`config.mk`:
```
export PLATFORM = sky130hd
export DESIGN_NAME = fetch_sequencer_flat
export DESIGN_NICKNAME = d
export VERILOG_FILES = /design/src/rtl/fetch_sequencer_if.sv /design/src/rtl/fetch_sequencer.sv /design/src/flat_wrapper.sv
export SDC_FILE = /design/constraint.sdc
export NUM_CORES = 1
export LEC_CHECK = 0
export BUFFER_PORTS_ARGS = -buffer_cell sky130_fd_sc_hd__buf_2
export CAP_MARGIN = 30
export CORE_MARGIN = 3
export CORE_UTILIZATION = 43
export DETAILED_ROUTE_END_ITERATION = 10
export MAX_ROUTING_LAYER = met4
export PLACE_DENSITY = 0.79
export SLEW_MARGIN = 20
export SYNTH_ARGS = -nofsm -noshare
export SYNTH_HDL_FRONTEND = slang
export SYNTH_SLANG_ARGS = --single-unit
```
`constraint.sdc`:
```
create_clock -name clk_i -period 2 [get_ports clk_i]
set_clock_uncertainty 0.2 [all_clocks]
set_input_delay 0.4 -clock clk_i [delete_from_list [all_inputs] [get_ports clk_i]]
set_output_delay 0.4 -clock clk_i [all_outputs]
set_load 0.005 [all_outputs]
```
`src/rtl/fetch_sequencer_if.sv`:
```
// Control bus between the fetch sequencer, the instruction ROM/IR and the register datapath.
interface fetch_sequencer_if;
  logic       run;
  logic [8:0] irline;
  logic       gzero;
  logic [4:0] addr;
  logic       iren;
  logic [9:0] muxline;
  logic [7:0] rin;
  logic       ain;
  logic       gin;
  logic       addsub;
  logic       done;
  logic       halted;

  modport master (
    input  run, irline, gzero,
    output addr, iren, muxline, rin, ain, gin, addsub, done, halted
  );

  modport slave (
    output run, irline, gzero,
    input  addr, iren, muxline, rin, ain, gin, addsub, done, halted
  );
endinterface

```
`src/rtl/fetch_sequencer.sv`:
```
// Instruction fetch/execute sequencer for a simple 8-register processor with a 5-bit PC.
// Optional mvnz instruction (opcode 100) is enabled by defining FETCH_SEQUENCER_MVNZ_EN.
module fetch_sequencer (
  input  logic                clk_i,
  input  logic                reset_i,
  fetch_sequencer_if.master   bus
);

  localparam int unsigned PC_W  = 5;
  localparam int unsigned REG_N = 8;
  localparam int unsigned MUX_W = 10;

  localparam logic [2:0] OP_MV   = 3'b000;
  localparam logic [2:0] OP_MVI  = 3'b001;
  localparam logic [2:0] OP_ADD  = 3'b010;
  localparam logic [2:0] OP_SUB  = 3'b011;
`ifdef FETCH_SEQUENCER_MVNZ_EN
  localparam logic [2:0] OP_MVNZ = 3'b100;
`endif
  localparam logic [2:0] OP_HALT = 3'b111;

  typedef enum logic [2:0] {
    S_IDLE,
    S_F1,
    S_F2,
    S_T1,
    S_T2,
    S_T3,
    S_HALT
  } state_e;

  state_e            state_q, state_d;
  state_e            resume_c;
  logic [PC_W-1:0]   pc_q, pc_d;

  logic [2:0]        op;
  logic [2:0]        rx;
  logic [2:0]        ry;
  logic [REG_N-1:0]  rx_oh;
  logic [REG_N-1:0]  ry_oh;

  logic              iren_c;
  logic [MUX_W-1:0]  mux_c;
  logic [REG_N-1:0]  rin_c;
  logic              ain_c;
  logic              gin_c;
  logic              addsub_c;
  logic              done_c;
  logic              halted_c;

  assign op    = bus.irline[8:6];
  assign rx    = bus.irline[5:3];
  assign ry    = bus.irline[2:0];
  assign rx_oh = REG_N'(1) << rx;
  assign ry_oh = REG_N'(1) << ry;

`ifdef FETCH_SEQUENCER_MVNZ_EN
`else
  logic unused_gzero;
  assign unused_gzero = bus.gzero;
`endif

  // State and PC register; reset wins over everything, including HALT.
  always_ff @(posedge clk_i) begin
    if (reset_i) begin
      state_q <= S_IDLE;
      pc_q    <= '0;
    end else begin
      state_q <= state_d;
      pc_q    <= pc_d;
    end
  end

  // Next-state and Moore output decode; RUN only matters in IDLE and on DONE cycles.
  always_comb begin
    state_d  = state_q;
    pc_d     = pc_q;
    resume_c = bus.run ? S_F1 : S_IDLE;
    iren_c   = 1'b0;
    mux_c    = '0;
    rin_c    = '0;
    ain_c    = 1'b0;
    gin_c    = 1'b0;
    addsub_c = 1'b0;
    done_c   = 1'b0;
    halted_c = 1'b0;

    case (state_q)
      S_IDLE: begin
        if (bus.run) state_d = S_F1;
      end
      S_F1: begin
        state_d = S_F2;
      end
      S_F2: begin
        iren_c  = 1'b1;
        pc_d    = pc_q + PC_W'(1);
        state_d = S_T1;
      end
      S_T1: begin
        case (op)
          OP_MV: begin
            mux_c   = {2'b00, ry_oh};
            rin_c   = rx_oh;
            done_c  = 1'b1;
            state_d = resume_c;
          end
          OP_MVI: begin
            state_d = S_T2;
          end
          OP_ADD, OP_SUB: begin
            mux_c   = {2'b00, rx_oh};
            ain_c   = 1'b1;
            state_d = S_T2;
          end
`ifdef FETCH_SEQUENCER_MVNZ_EN
          OP_MVNZ: begin
            if (!bus.gzero) begin
              mux_c = {2'b00, ry_oh};
              rin_c = rx_oh;
            end
            done_c  = 1'b1;
            state_d = resume_c;
          end
`endif
          OP_HALT: begin
            done_c  = 1'b1;
            state_d = S_HALT;
          end
          default: begin
            done_c  = 1'b1;
            state_d = resume_c;
          end
        endcase
      end
      S_T2: begin
        case (op)
          OP_MVI: begin
            mux_c   = MUX_W'(1) << 9;
            rin_c   = rx_oh;
            pc_d    = pc_q + PC_W'(1);
            done_c  = 1'b1;
            state_d = resume_c;
          end
          OP_ADD, OP_SUB: begin
            mux_c    = {2'b00, ry_oh};
            gin_c    = 1'b1;
            addsub_c = (op == OP_SUB);
            state_d  = S_T3;
          end
          default: begin
            state_d = S_IDLE;
          end
        endcase
      end
      S_T3: begin
        mux_c   = MUX_W'(1) << 8;
        rin_c   = rx_oh;
        done_c  = 1'b1;
        state_d = resume_c;
      end
      S_HALT: begin
        halted_c = 1'b1;
      end
      default: begin
        state_d = S_IDLE;
      end
    endcase
  end

  assign bus.addr    = pc_q;
  assign bus.iren    = iren_c;
  assign bus.muxline = mux_c;
  assign bus.rin     = rin_c;
  assign bus.ain     = ain_c;
  assign bus.gin     = gin_c;
  assign bus.addsub  = addsub_c;
  assign bus.done    = done_c;
  assign bus.halted  = halted_c;

endmodule

```
`src/flat_wrapper.sv`:
```
// flat-port wrapper written by rule: the top's interface ports become plain ports
module fetch_sequencer_flat 
  (clk_i, reset_i, bus_run, bus_irline, bus_gzero, bus_addr, bus_iren, bus_muxline, bus_rin, bus_ain, bus_gin, bus_addsub, bus_done, bus_halted);
  fetch_sequencer_if bus_i ();
  input  logic clk_i;
  input  logic reset_i;
  input wire logic [$bits(bus_i.run)-1:0] bus_run;
  input wire logic [$bits(bus_i.irline)-1:0] bus_irline;
  input wire logic [$bits(bus_i.gzero)-1:0] bus_gzero;
  output wire logic [$bits(bus_i.addr)-1:0] bus_addr;
  output wire logic [$bits(bus_i.iren)-1:0] bus_iren;
  output wire logic [$bits(bus_i.muxline)-1:0] bus_muxline;
  output wire logic [$bits(bus_i.rin)-1:0] bus_rin;
  output wire logic [$bits(bus_i.ain)-1:0] bus_ain;
  output wire logic [$bits(bus_i.gin)-1:0] bus_gin;
  output wire logic [$bits(bus_i.addsub)-1:0] bus_addsub;
  output wire logic [$bits(bus_i.done)-1:0] bus_done;
  output wire logic [$bits(bus_i.halted)-1:0] bus_halted;
  assign bus_i.run = bus_run;
  assign bus_i.irline = bus_irline;
  assign bus_i.gzero = bus_gzero;
  assign bus_addr = bus_i.addr;
  assign bus_iren = bus_i.iren;
  assign bus_muxline = bus_i.muxline;
  assign bus_rin = bus_i.rin;
  assign bus_ain = bus_i.ain;
  assign bus_gin = bus_i.gin;
  assign bus_addsub = bus_i.addsub;
  assign bus_done = bus_i.done;
  assign bus_halted = bus_i.halted;
  fetch_sequencer u_core (.clk_i(clk_i), .reset_i(reset_i), .bus(bus_i));
endmodule
```
Word level (Yosys, flattened, before mapping) --
Index checks and enable logic that the tools add are counted.
Cells by class: add/sub/neg operators 1, $mul 0, div/mod/pow operators 0, $lt $le $gt $ge 0, equal/unequal tests 12, shifts and indexed selects 2, mux-type cells 23, bitwise gates (word level) 1, reductions and logical operators 7
Operators with widths (count):
- $pmux W10 S3 | 1
- $pmux W8 S3 | 1
- $pmux W3 S7 | 1
- $pmux W10 S2 | 1
- $mux W8 | 2
- $pmux W8 S2 | 1
- $shl A1 B3 Y8 const A | 2
- $eq A3 B2 Y1 const B | 4
- $eq A3 B3 Y1 const B | 4
- $pmux W3 S2 | 2
- $mux W1 | 10
- $pmux W5 S2 | 1
- $eq A3 B1 Y1 const B | 2
- $logic_not A3 Y1 | 2
- $add A5 B1 Y5 const B | 1
- $mux W5 | 1
- $reduce_and A2 Y1 | 2
- $mux W3 | 1
- $pmux W1 S3 | 1
- $reduce_or A3 Y1 | 1
- $ne A2 B1 Y1 const B | 1
- $ne A2 B2 Y1 const B | 1
- $reduce_bool A2 Y1 | 1
- $reduce_or A2 Y1 | 1
- $not A1 Y1 | 1
Storage, ports and cells: register bits 8, latch bits 0, memory bits (writable) 0, ROM bits 0, bits of input ports 13, logic and storage cells 48, memories kept 0

Depth between registers and ports, before layout --
word-level depth 4, mapped depth 5, depth with buffers taken out 4

Worst setup path before layout --
No wires, ideal clock.
path kind reg2out, from reg u_core.state_q[2], to out bus_muxline[0], data arrival time 1360 ps, data required time 1400 ps, slack 40 ps, cell stages (with the launch flop) 5, buffers on the path 0, path through dfxtp_1 -> nand3b_4 -> o31ai_2 -> or3b_4 -> o32ai_2
Between the ends: cells in the longest elaborated chain, start to end 2
Ends and longest elaborated chain:
- from (decl) | line fetch_sequencer.sv:32 | state_e state_q, state_d;
- from (signal assigned) | line fetch_sequencer.sv:69 | state_q <= state_d;
- $eq A3 B3 Y1 / $eq A3 B2 Y1 (equally long branches) | line fetch_sequencer.sv:88 | case (state_q)
- $pmux W10 S3 * | line fetch_sequencer.sv:88
- to (decl) | line flat_wrapper.sv:12 | output wire logic [$bits(bus_i.muxline)-1:0] bus_muxline;
Every way passes the cells marked *; elsewhere a longest branch is shown, timed or not.

Worst setup path after layout --
Same ends and word-level chain as after synthesis.

==> results.txt <==
- Outcome: finished, violations left
- The checks that failed: setup timing.
- Dividing total power by cell area gives a power density of 389 nW/um2.
- Setup violations remaining at the end of the flow were counted as 18.
* Post-synthesis instance total: 100
* Number of search-and-repair iterations in the first detailed-routing pass: 4
- Input and output buffers added on the ports amount to 40.
* Hold Crit Class: input pin to register
* Post-synthesis area per instance: 7.33 um2
- Final WL: 2480 um
* Critical Path RT: roughly 1.4 ns
* Min cycle time layout: 2.31 ns
* Final Net Count: 168
- Summed over all nets, the half-perimeter wirelength after detailed placement is 1770 um.
* Setup_tns: -3.65 ns
* Clock buffers created by TritonCTS: 3
- Insertion delay of the later-clocked pin in the worst-skew pair: around 0.25 ns
- Counting flops with a built-in enable in the synthesized netlist gives 0.
* Largest voltage drop on the vdd net: 0.480 mV
* Asr flop ratio synth: 0
- In the final routed layout, each cell accounts on average for approximately 15 um.
- The total count of max-transition violations in the final report is 0.
* Placement row count: 14
- Category of the worst setup path launch point: register
* Number of instances in the placed design: 162
- After clock tree synthesis, the flow added hold-fix buffers numbering 0.
- Top flip-flop cell by instance count after synthesis: dfxtp_1
- The number of antenna violations at the first check in global routing is 0.
* Number of hold violations in the final report: 0
- The first routing iteration left 29 violations.
- The cell sitting at the root of the clock tree is a clkbuf_4.
- The initial utilization of the core area, before any placement, comes to 0.470.
- Wire length of the first global-routing pass: 3440 um
- For this run, the total global-route usage over all layers was measured as 0.222.
- Portion of the clock cycle consumed by the worst path in the final layout: 1.16
- Count of clock tree sinks: 8
- In this run the worst path has a maximum fanout of 4.
- The via count of the first global-routing pass came to a little over 800.
- The mapped netlist covers 733 um2.
* Post-Syn Nets: 114
- Via density per instance: 5.64
- After synthesis the netlist holds a flip-flop and latch count of 8.
- Endpoint kind of the worst setup timing path: output pin
* Slew at the pin closest to its max-slew limit: approximately 0.35 ns
- Entering global routing, the biggest net connects 12 pins.
* Worst relative slew slack: 0.764
- Summing internal, switching and leakage power gives 452 uW.
* CTS tree: yes
* ANT cells: 0
- Final core occ: 0.745
- Pin placement for this block handled 42 I/O pins.
- Maximum clock insertion buffer count: 2
- Once detail routing completed, the nets flagged for antenna violations numbered 0.
- Register area share after synthesis: 0.218
* Unrepaired setup endpoints after global routing: yes
- Max-cap violations in this run came to 0.
* Count of different cell masters after synthesis: 39
* Leak Pwr: 0.579 nW
- After global routing the overflow that remains totals 0.
- Via count of the routed design: ~950
- Core Box Area: 1560 um2
* Arrival time of the worst setup path: 1.71 ns
* Clock input transition at the sequential cells of the worst setup and hold paths: ~0.060 ns
- Critical path type: register to output pin
* Routability cong.: a little under 0.8
- The finished layout holds 168 standard cells, fillers aside.
- Htree depth: 1
- The die covers 2240 um2.
- Measured along the x axis, the die boundary spans 47.3 um.
- In this run the vertical extent of the chip is 47.3 um.
- Worst-case setup margin in the final layout: -0.314 ns
- Layout area overhead: 58.4%
- During synthesis, Yosys emitted a total of 0 warnings.
- Timing would allow up to approximately 430 MHz.
- Post-route DRC violation count: 0
- Fraction of layout cells with a size suffix above 1: 0.539
cell usage in the layout (no fill, tap or decap), drive strengths merged, types with 2 or more instances in the layout:
cell	count
buf	53
nor2	18
nand2	8
dfxtp	8
o22ai	7
o21ai	7
nand2b	5
a21oi	5
nand3	4
nor3b	3
inv	3
or3	3
clkbuf	3
o21a	2
and2	2
o32ai	2
nand3b	2
synthesized netlist by cell type, types with 2 or more instances:
library cell  number  area, um2
a21oi_1            4       20.0
and2_1             2       12.5
buf_2              2       10.0
dfxtp_1            8        160
inv_1              3       11.3
nand2_1            8       30.0
nand2b_1           5       31.3
nand3_1            4       20.0
nor2_1            18       67.6
nor3b_2            3       37.5
o21a_1             2       15.0
o21ai_0            6       30.0
o22ai_1            7       43.8
or3_1              3       18.8
layer usage:
metal / GRT usage / routed length (um) / vias to the layer above
li1: - / - / 468
met1: 0.241 / 967 / 443
met2: 0.390 / 1350 / 36
met3: 0.0230 / 159 / 0
met4: 0.116 / 0 / 0
met5: - / 0 / -
report_power, final:
part | switching [mW] | internal [mW]
logic | 0.0814 | 0.0667
clock network | 0.0551 | 0.0687
registers | 0.0112 | 0.168
total | 0.148 | 0.304
state kept, by name (all words and copies together) (netlist names):
name / cells
u_core.bus.addr: 5
u_core.state_q: 3
worst max-delay path, cell delays in order, from the launching register on:
cell and delay (ns):
dfxtp_4 0.35, nand3b_4 0.16, o31ai_4 0.18, or3b_4 0.43
o32ai_2 0.19, buf_2 0.15
logic make-up (layout without fill, tap and decap cells):
group                      after synthesis  in the layout  synth area share
and+or+nand+nor                         54             54             0.435
AOI/OAI and AO/OA                       28             28             0.259
DFF                                      8              8             0.218
buffers and inverters                    7             59            0.0444
adders and majority gates                1              1            0.0171
xor gates and xnor gates                 1              1            0.0119
muxes                                    1              1            0.0137
worst paths after layout:
kind | from | to | slack, ns | cells past startpoint
min reg2reg | u_core.bus.addr[4] | u_core.bus.addr[4] | 0.28 | 2
max | u_core.state_q[2] | bus_muxline[0] | -0.31 | 5
min | bus_run | u_core.state_q[0] | 0.21 | 3
max reg2reg | u_core.state_q[1] | u_core.bus.addr[3] | 0.32 | 5
metrics by stage:
| stage | area (um2) | hold slack, ns | setup slack (ns) |
|---|---|---|---|
| 2_1_floorplan | 733 | 0.274 | 0.0405 |
| 3_3_place_gp | 1010 | 0.268 | -0.150 |
| 3_5_place_dp | 1010 | 0.278 | -0.165 |
| 4_1_cts | 1110 | 0.204 | -0.325 |
| 5_1_grt | 1160 | 0.208 | -0.374 |
| 6_report | 1160 | 0.208 | -0.314 |
timing repair:
item,CTS,global route
setup buffers,2,1
cloned,0,0
gates resized for setup,14,10
endpoints found under the hold margin,0,0
endpoints found under the setup margin,17,19
pin swaps,6,4
layout make-up:
cell class              count  area [um2]
multi-input cells          85         636
fillers                   135         398
repair buffers             53         305
flip-flops and latches      8         166
clock buffers               3        22.5
well taps                  16        20.0
inverters                   3        11.3
Note: power is estimated with default switching activity, not from simulation.
